==> config.mk <==
export PLATFORM = sky130hd
export DESIGN_NAME = mips_run_control
export DESIGN_NICKNAME = d
export VERILOG_FILES = /design/src/rtl/mips_run_control.sv
export SDC_FILE = /design/constraint.sdc
export NUM_CORES = 1
export LEC_CHECK = 0
export ABC_AREA = 1
export CORE_ASPECT_RATIO = 0.8
export CORE_UTILIZATION = 31
export CTS_BUF_LIST = sky130_fd_sc_hd__clkbuf_16
export DETAILED_ROUTE_END_ITERATION = 10
export PLACE_DENSITY = 0.51
export SYNTH_ARGS = -nofsm -noshare
export SYNTH_HDL_FRONTEND = slang
export SYNTH_SLANG_ARGS = --single-unit
==> constraint.sdc <==
create_clock -name clk -period 5.3 [get_ports clk]
set_input_delay 0.53 -clock clk [delete_from_list [all_inputs] [get_ports clk]]
set_output_delay 0.53 -clock clk [all_outputs]
set_load 0.05 [all_outputs]
==> src/rtl/mips_run_control.sv <==
// Run/reset sequencer for the pipelined MIPS core: holds the core in reset, then
// watches the fetch address and stops on halt address, PC self-loop or cycle budget.
module mips_run_control #(
  parameter int unsigned          PC_WIDTH     = 32,
  parameter int unsigned          CYCLE_WIDTH  = 32,
  parameter int unsigned          RESET_CYCLES = 2,
  parameter logic [PC_WIDTH-1:0]  HALT_ADDR    = PC_WIDTH'(32'hFFFF_FFFC),
  parameter bit                   HALT_EN      = 1'b1,
  parameter int unsigned          STALL_LIMIT  = 8,
  parameter int unsigned          MAX_CYCLES   = 100000
) (
  input  logic                   clk,
  input  logic                   rst_n,
  input  logic                   restart,
  input  logic [PC_WIDTH-1:0]    pc_addr,
  output logic                   core_reset,
  output logic                   running,
  output logic                   done,
  output logic [1:0]             status,
  output logic [CYCLE_WIDTH-1:0] cycles
);

  typedef enum logic [1:0] {HOLD, RUN, DONE} state_t;
  typedef enum logic [1:0] {ST_NONE, ST_HALT, ST_LOOP, ST_TIMEOUT} status_t;

  localparam int unsigned HOLD_W  = (RESET_CYCLES > 1) ? $clog2(RESET_CYCLES) : 1;
  localparam int unsigned STALL_W = (STALL_LIMIT > 1) ? $clog2(STALL_LIMIT) : 1;

  localparam logic [HOLD_W-1:0]      HOLD_LAST  = HOLD_W'(RESET_CYCLES - 1);
  localparam logic [STALL_W-1:0]     STALL_LAST = STALL_W'(STALL_LIMIT - 1);
  localparam logic [CYCLE_WIDTH-1:0] CYCLE_LAST = CYCLE_WIDTH'(MAX_CYCLES - 1);

  state_t               state;
  logic [HOLD_W-1:0]    hold_cnt;
  logic [STALL_W-1:0]   stall_cnt;
  logic [PC_WIDTH-1:0]  last_pc;
  logic                 last_valid;

  logic                 pc_match;
  logic                 halt_hit;
  logic                 loop_hit;
  logic                 timeout_hit;
  logic                 fire;
  status_t              win_status;
  logic [CYCLE_WIDTH-1:0] cycles_next;

  assign pc_match    = (STALL_LIMIT != 0) && last_valid && (pc_addr == last_pc);
  assign halt_hit    = HALT_EN && (pc_addr == HALT_ADDR);
  assign loop_hit    = pc_match && (stall_cnt == STALL_LAST);
  assign timeout_hit = (MAX_CYCLES != 0) && (cycles == CYCLE_LAST);
  assign fire        = halt_hit || loop_hit || timeout_hit;

  // With no budget the counter pins at all-ones instead of wrapping back to zero.
  assign cycles_next = ((MAX_CYCLES == 0) && (&cycles)) ? cycles : cycles + 1'b1;

  always_comb begin
    // NOTE: assign a default before the branches so no path leaves the signal
    // unassigned; otherwise synthesis infers a latch.
    win_status = ST_NONE;
    if (halt_hit)         win_status = ST_HALT;
    else if (loop_hit)    win_status = ST_LOOP;
    else if (timeout_hit) win_status = ST_TIMEOUT;
  end

  // NOTE: last_pc is a plain data register with no reset; last_valid gates every
  // use of it, so resetting it would only add reset fan-out.
  always_ff @(posedge clk) begin
    if (state == RUN) last_pc <= pc_addr;
  end

  // NOTE: all sequential state uses non-blocking assignments so every register
  // samples the pre-edge values, independent of statement order.
  always_ff @(posedge clk) begin
    if (!rst_n || restart) begin
      state      <= HOLD;
      hold_cnt   <= '0;
      stall_cnt  <= '0;
      last_valid <= 1'b0;
      core_reset <= 1'b1;
      running    <= 1'b0;
      done       <= 1'b0;
      status     <= ST_NONE;
      cycles     <= '0;
    end else begin
      case (state)
        HOLD: begin
          if (hold_cnt == HOLD_LAST) begin
            state      <= RUN;
            core_reset <= 1'b0;
            running    <= 1'b1;
            last_valid <= 1'b0;
            stall_cnt  <= '0;
          end else begin
            hold_cnt <= hold_cnt + 1'b1;
          end
        end
        RUN: begin
          cycles     <= cycles_next;
          last_valid <= 1'b1;
          stall_cnt  <= pc_match ? stall_cnt + 1'b1 : '0;
          if (fire) begin
            state   <= DONE;
            running <= 1'b0;
            done    <= 1'b1;
            status  <= win_status;
          end
        end
        DONE: begin
          // Results stay frozen until restart or reset.
        end
        default: begin
          state      <= HOLD;
          hold_cnt   <= '0;
          core_reset <= 1'b1;
          running    <= 1'b0;
          done       <= 1'b0;
        end
      endcase
    end
  end

endmodule

==> results of run 1 <==
-- worst max-delay path: cells and delay by family (launching register included) --
kind	cells	cell delay, ns
AOI/OAI and AO/OA	2	0.19
and+or+nand+nor	4	0.69
adders and majority gates	1	0.17
buffers and inverters	3	0.84
DFF	1	0.31
-- cells in the mapped netlist (all sizes together), types with 2 or more instances --
cell | count | area [um^2]
nand2 | 160 | 601
edfxtp | 32 | 961
nand3 | 32 | 165
nor2 | 82 | 328
dfxtp | 43 | 861
xor2 | 7 | 61.3
nand4 | 21 | 138
a21oi | 31 | 155
clkbuf | 4 | 15.0
nor3 | 22 | 130
ha | 6 | 75.1
nor4 | 8 | 56.3
or2 | 2 | 12.5
o21ai | 22 | 110
xnor2 | 5 | 43.8
nand3b | 2 | 15.0
inv | 105 | 394
-- metrics by stage --
step | hold WS, ns | cells | area, um^2
after floorplan | 0.439 | 592 | 4180
after global placement | 0.451 | 836 | 5110
after detailed placement | 0.447 | 836 | 5110
after CTS | 0.456 | 852 | 5420
after global routing | 0.492 | 852 | 5420
final | 0.454 | 852 | 5420
-- per-layer routing --
metal  wire length (um)  vias up  track usage, %
li1                   -     2061               -
met1               6360     1758            26.5
met2               4620      118            24.3
met3                764       14            4.47
met4                134        0            5.32
met5                  0        -               0
-- logic make-up after synthesis --
kind of cell	after synthesis	share of synthesized area, %
XOR/XNOR	12	2.52
AND/OR/NAND/NOR	331	34.9
AO/OA/AOI/OAI	58	7.25
buffers and inverters	110	9.89
flip-flops	75	43.6
adder cells (fa/ha/maj)	6	1.80
-- cells in the final DEF, fill, tap and decap left out, types with 4 or more instances in the layout --
master / instances
nor3_2: 4
o21ai_0: 18
nor4_1: 7
edfxtp_1: 32
dfxtp_1: 43
ha_1: 5
nor2_1: 78
nand2_1: 160
o21ai_1: 4
xnor2_1: 5
a21oi_1: 31
clkdlybuf4s50_1: 71
xor2_1: 7
nor3_1: 18
nand4_1: 20
nand3_1: 31
inv_2: 9
inv_1: 96
clkbuf_16: 9
-- where the power goes --
group	leakage, nW	switching [W]	internal, W
registers	0.638	0.00000954	0.000626
logic	1.38	0.000102	0.0000603
clock network	0.154	0.000243	0.000407
total	2.17	0.000354	0.00109
-- sequential cells by signal (all words and copies together), names as in the netlist --
| register | flops |
|---|---|
| core_reset | 1 |
| last_pc | 32 |
| last_valid | 1 |
| done | 1 |
| state | 2 |
| cycles | 32 |
| hold_cnt | 1 |
| status | 2 |
| stall_cnt | 3 |
-- worst paths after layout --
kind	slack, ns	endpoint	startpoint	cells past startpoint
max reg2reg	2.99	cycles[31]$_SDFFE_PP0P_	state[1]$_SDFFE_PP0P_	10
min	0.45	done$_SDFFE_PP0P_	done$_SDFFE_PP0P_	2
min reg2reg	0.45	done$_SDFFE_PP0P_	done$_SDFFE_PP0P_	2
max	2.99	cycles[31]$_SDFFE_PP0P_	state[1]$_SDFFE_PP0P_	10
-- final cells by class --
| cell class | instances | share of cell area, % |
|---|---|---|
| Inverter | 106 | 7.35 |
| Timing Repair Buffer | 73 | 13.4 |
| Multi-Input combinational cell | 407 | 35.9 |
| Clock inverter | 7 | 1.52 |
| Tap cell | 175 | 4.04 |
| Clock buffer | 9 | 4.16 |
| Sequential cell | 75 | 33.6 |
==> impl_metrics.yaml, run 1 <==
cts:
  ctsLongestPathBuffers: 2
  cts_setup_buffers: 0
  worstSkewPairLatency_ns: 0.34
  cts_made_buffers: 9
  cts_root_buf: "clkbuf_16"
  ctsResizeCount: 0
  cts_hold_repair.buffers: 0
  cts_tree: "built"
  clkTransAtPathRegs_ns: 0.06
  numClockSinks: 75
  htreeDepth: 3
timing:
  fin_ws_ns: 2.99
  relSlewSlack_pct: 58.4
  hold_viol: 0
  fin_crit_ns: 2.31
  fmax_ghz: 0.433
  tightest_slew_ns: 0.624
  setup_viol_count_final: 0
  fin_tns_setup_ns: 0
  finClkSkew_ns: 0.00616
  min_period_over_period_pct: 43.5
  rsz0062_at_grt: "false"
  finalMaxSlewViolations: 0
hold_path:
  hold_class: "flip-flop to flip-flop"
final_layout:
  final_layout_size_suffix_gt1_share_pct: 5.61
  ff_latch_area_mm2: 0.00182
  finalCoreUtilization_pct: 41.6
  layout-area-overhead-vs-synth_pct: 29.7
  nets: 713
  multi_input_area_mm2: 0.00194
  antennaDiodeCount: 0
  fillerInstances: 1312
route:
  antenna_left: 0
  finalWirelength_mm: 11.9
  drtIter0Drc: 247
  wl_per_cell_um: 13.9
  vias: 3951
  viasPerCell: 4.64
  drcViolationCount: 0
  first_pass_iters: 5
floorplan:
  die-area_mm2: 0.0139
  core_mm2: 0.0130
  rows: 37
  initial_core_util_pct: 32.1
  die_y_um: 106
  fp.dieW_um: 132
  io_pins: 72
placed_design:
  port_buffers: 71
  gp_congestion: 0.886
  hpwl_mm: 9.12
  post-place-ws_ns: 2.90
power:
  peakVddDrop_v: 0.000144
  p_leak_nw: 2.17
  finalPower_w: 0.00145
  power.density_mw_per_mm2: 267
worst_setup_path:
  critPathArrivalTime_ns: 2.54
  criticalPathCategory: "flip-flop to flip-flop"
  path_cells: "inv_1 -> ha_2 -> buf_4 -> inv_2 -> nor2_1 -> nand3_1 -> nor3_2 -> nand3_1 -> o21ai_1 -> a21oi_1"
  crit_top_cell: "nand3_1"
  cp_data_required_time_ns: 5.53
  crit_path_top_delay_cell: "buf_4"
  slowest_delay_ns: 0.51
  worstPathMaxFanout: 47
  startpoint_type: "flip-flop"
  endpoint_kind: "flip-flop"
logic_synthesis:
  synth-edff-count: 32
  synthFlopType: "dfxtp_1"
  yosysWarningCount: 0
  synthCells: 592
  syn-num-nets: 633
  yosysSeqAreaShare_pct: 43.6
  synth-seq-cells: 75
  post_synth_num_cell_types: 34
  netlist_area_mm2: 0.00418
  syn_avg_cell_area_um2: 7.05
  async_flop_share_pct: 0
global_route:
  overflow: 0
  grt_max_degree: 48
  grt_pass1_wl_mm: 19.2
  grt_pass1_vias: 3683
  grtUsageTotal_pct: 17.7
  antenna_found_initial: 0
flow_run:
  maxCapViolations: 0
status:
  status: "finished, final reports clean"
(Power assumes the default switching activity.)
==> inputs of run 2 (changes only) <==
- PLACE_DENSITY: 0.51 -> 0.52
- clock period: 5.3 -> 1.9 ns (I/O delays scaled with it)
==> run 2 against run 1 <==
Clock skew rose by 0.00085 ns. Core utilization grew 0.84 points. Sequential power grew to 2.8 times the previous value. Combinational power grew to 3.0 times the previous value. Die area stayed put. Non-clock buffer count rose by 14. Worst hold slack improved by 0.0052 ns. Critical path depth fell by 9. Sequential cell count did not move. Highest routed layer unchanged. Sequential share of layout area decreased by 0.60 points. First-iteration DRC count is 15% higher.
==> impl_metrics.yaml, run 2 (same netlist as run 1, synthesis figures left out) <==
final_layout:
  finalCoreUtilization_pct: 42.5
  antennaDiodeCount: 0
  most-common-layout-cells: "160 x nand2_1, 98 x inv_1, 78 x nor2_1"
  fillerInstances: 1321
  nets: 727
  final_layout_size_suffix_gt1_share_pct: 7.67
  layout-area-overhead-vs-synth_pct: 32.3
  final_common_cell: "nand2_1"
  top_regs: "cycles x32, last_pc x32, stall_cnt x3"
timing:
  hold_viol: 0
  fmax_ghz: 0.534
  setup_viol_count_final: 0
  rsz0062_at_grt: "true"
  fin_crit_ns: 1.87
  fin_ws_ns: 0.0274
  finClkSkew_ns: 0.00702
  min_period_over_period_pct: 98.6
  finalMaxSlewViolations: 0
  fin_tns_setup_ns: 0
  relSlewSlack_pct: 64.9
  tightest_slew_ns: 0.525
  fin_hold_ws_ns: 0.460
power:
  p_leak_nw: 2.36
  power.density_mw_per_mm2: 688
  pwr-share-seq_pct: 46.7
  internal-power_w: 0.00280
  p_switching_w: 0.00100
  peakVddDrop_v: 0.000411
  pwr-share-clk_pct: 40.6
  combinationalPowerShare_pct: 12.7
  p_sw_share_pct: 26.3
status:
  status: "finished, final reports clean"
placed_design:
  hpwl_mm: 9.36
  post-place-ws_ns: -0.105
  gp_congestion: 0.897
  port_buffers: 71
cts:
  cts_hold_repair.buffers: 0
  cts_tree: "built"
  cts_made_buffers: 9
  ctsLongestPathBuffers: 2
  clkTransAtPathRegs_ns: 0.06
  numClockSinks: 75
  htreeDepth: 3
  cts_root_buf: "clkbuf_16"
  worstSkewPairLatency_ns: 0.35
worst_setup_path:
  crit_buf_inv: 1
  endpoint_kind: "primary output"
  critPathArrivalTime_ns: 1.68
  crit_path_top_delay_cell: "clkdlybuf4s50_1"
  slowest_delay_ns: 0.86
  critical_path.top_delay_family: "buffers and inverters"
  criticalPathCategory: "flip-flop to primary output"
  worstPathMaxFanout: 7
  cp_data_required_time_ns: 1.71
  startpoint_type: "flip-flop"
  path_cells: "clkdlybuf4s50_1"
route:
  vias: 4026
  wl_per_cell_um: 13.9
  drcViolationCount: 0
  viasPerCell: 4.65
  finalWirelength_mm: 12.0
  first_pass_iters: 5
  drtIter0Drc: 285
  antenna_left: 0
flow_run:
  maxCapViolations: 0
hold_path:
  hold_class: "primary input to flip-flop"
floorplan:
  die_y_um: 106
  io_pins: 72
  initial_core_util_pct: 32.1
  die-area_mm2: 0.0139
  rows: 37
  core_mm2: 0.0130
  fp.dieW_um: 132
global_route:
  grt_pass1_vias: 3777
  grtUsageTotal_pct: 18.5
  overflow: 0
  antenna_found_initial: 0
  grt_max_degree: 39
  grt_pass1_wl_mm: 19.9
run 2: changes by cell type in the layout (fill, tap and decap cells not counted), moves of 2 or more:
cell / before / now
inv_1: 96 / 98
bufinv_16: 2 / 0
dlymetal6s2s_1: 0 / 6
clkdlybuf4s50_1: 71 / 65
buf_4: 2 / 15
run 2: layer usage:
| layer | share of wire (%) | global-route usage, % | vias up |
|---|---|---|---|
| li1 | - | - | 2093 |
| met1 | 52 | 27.2 | 1803 |
| met2 | 39 | 24.9 | 117 |
| met3 | 7.9 | 6.49 | 13 |
| met4 | 0.95 | 4.65 | 0 |
| met5 | 0 | 0 | - |
run 2: power groups by stage:
stage          combinational, W  sequential, W  clock, W
2_1_floorplan          0.000241        0.00183         0
3_3_place_gp           0.000478        0.00181         0
3_5_place_dp           0.000477        0.00181         0
4_1_cts                0.000480        0.00178   0.00159
5_1_grt                0.000539        0.00178   0.00165
6_report               0.000483        0.00178   0.00154
run 2: worst paths after layout:
kind / startpoint / to / slack [ns] / cells after the start
max: cycles[21]$_SDFFE_PP0P_ / cycles[21] / 0.03 / 1
max reg2reg: last_pc[4]$_DFFE_PP_ / state[1]$_SDFFE_PP0P_ / 0.19 / 10
min: pc_addr[1] / last_pc[1]$_DFFE_PP_ / 0.46 / 1
min reg2reg: done$_SDFFE_PP0P_ / done$_SDFFE_PP0P_ / 0.46 / 2
run 2: cell type report:
cell class / count / area (um^2) / share of cell area (%)
clock buffer: 9 / 225 / 4.08
timing repair buffer: 87 / 858 / 15.5
inverter: 106 / 398 / 7.20
tap: 175 / 219 / 3.96
multi-input combinational: 407 / 1970 / 35.7
clock inverter: 7 / 28.8 / 0.521
sequential: 75 / 1830 / 33.0
run 2: repair_timing:
action	in CTS	in global routing
endpoints found under the setup margin	0	15
buffers inserted	0	1
resized for setup	0	9
endpoints found under the hold margin	0	0
run 2: metrics by stage:
step / area [um^2] / total power [W] / cells
after floorplan: 4190 / 0.00207 / 592
after global placement: 5230 / 0.00229 / 849
after detailed placement: 5230 / 0.00229 / 849
after CTS: 5490 / 0.00384 / 865
after global routing: 5520 / 0.00397 / 866
final: 5520 / 0.00380 / 866
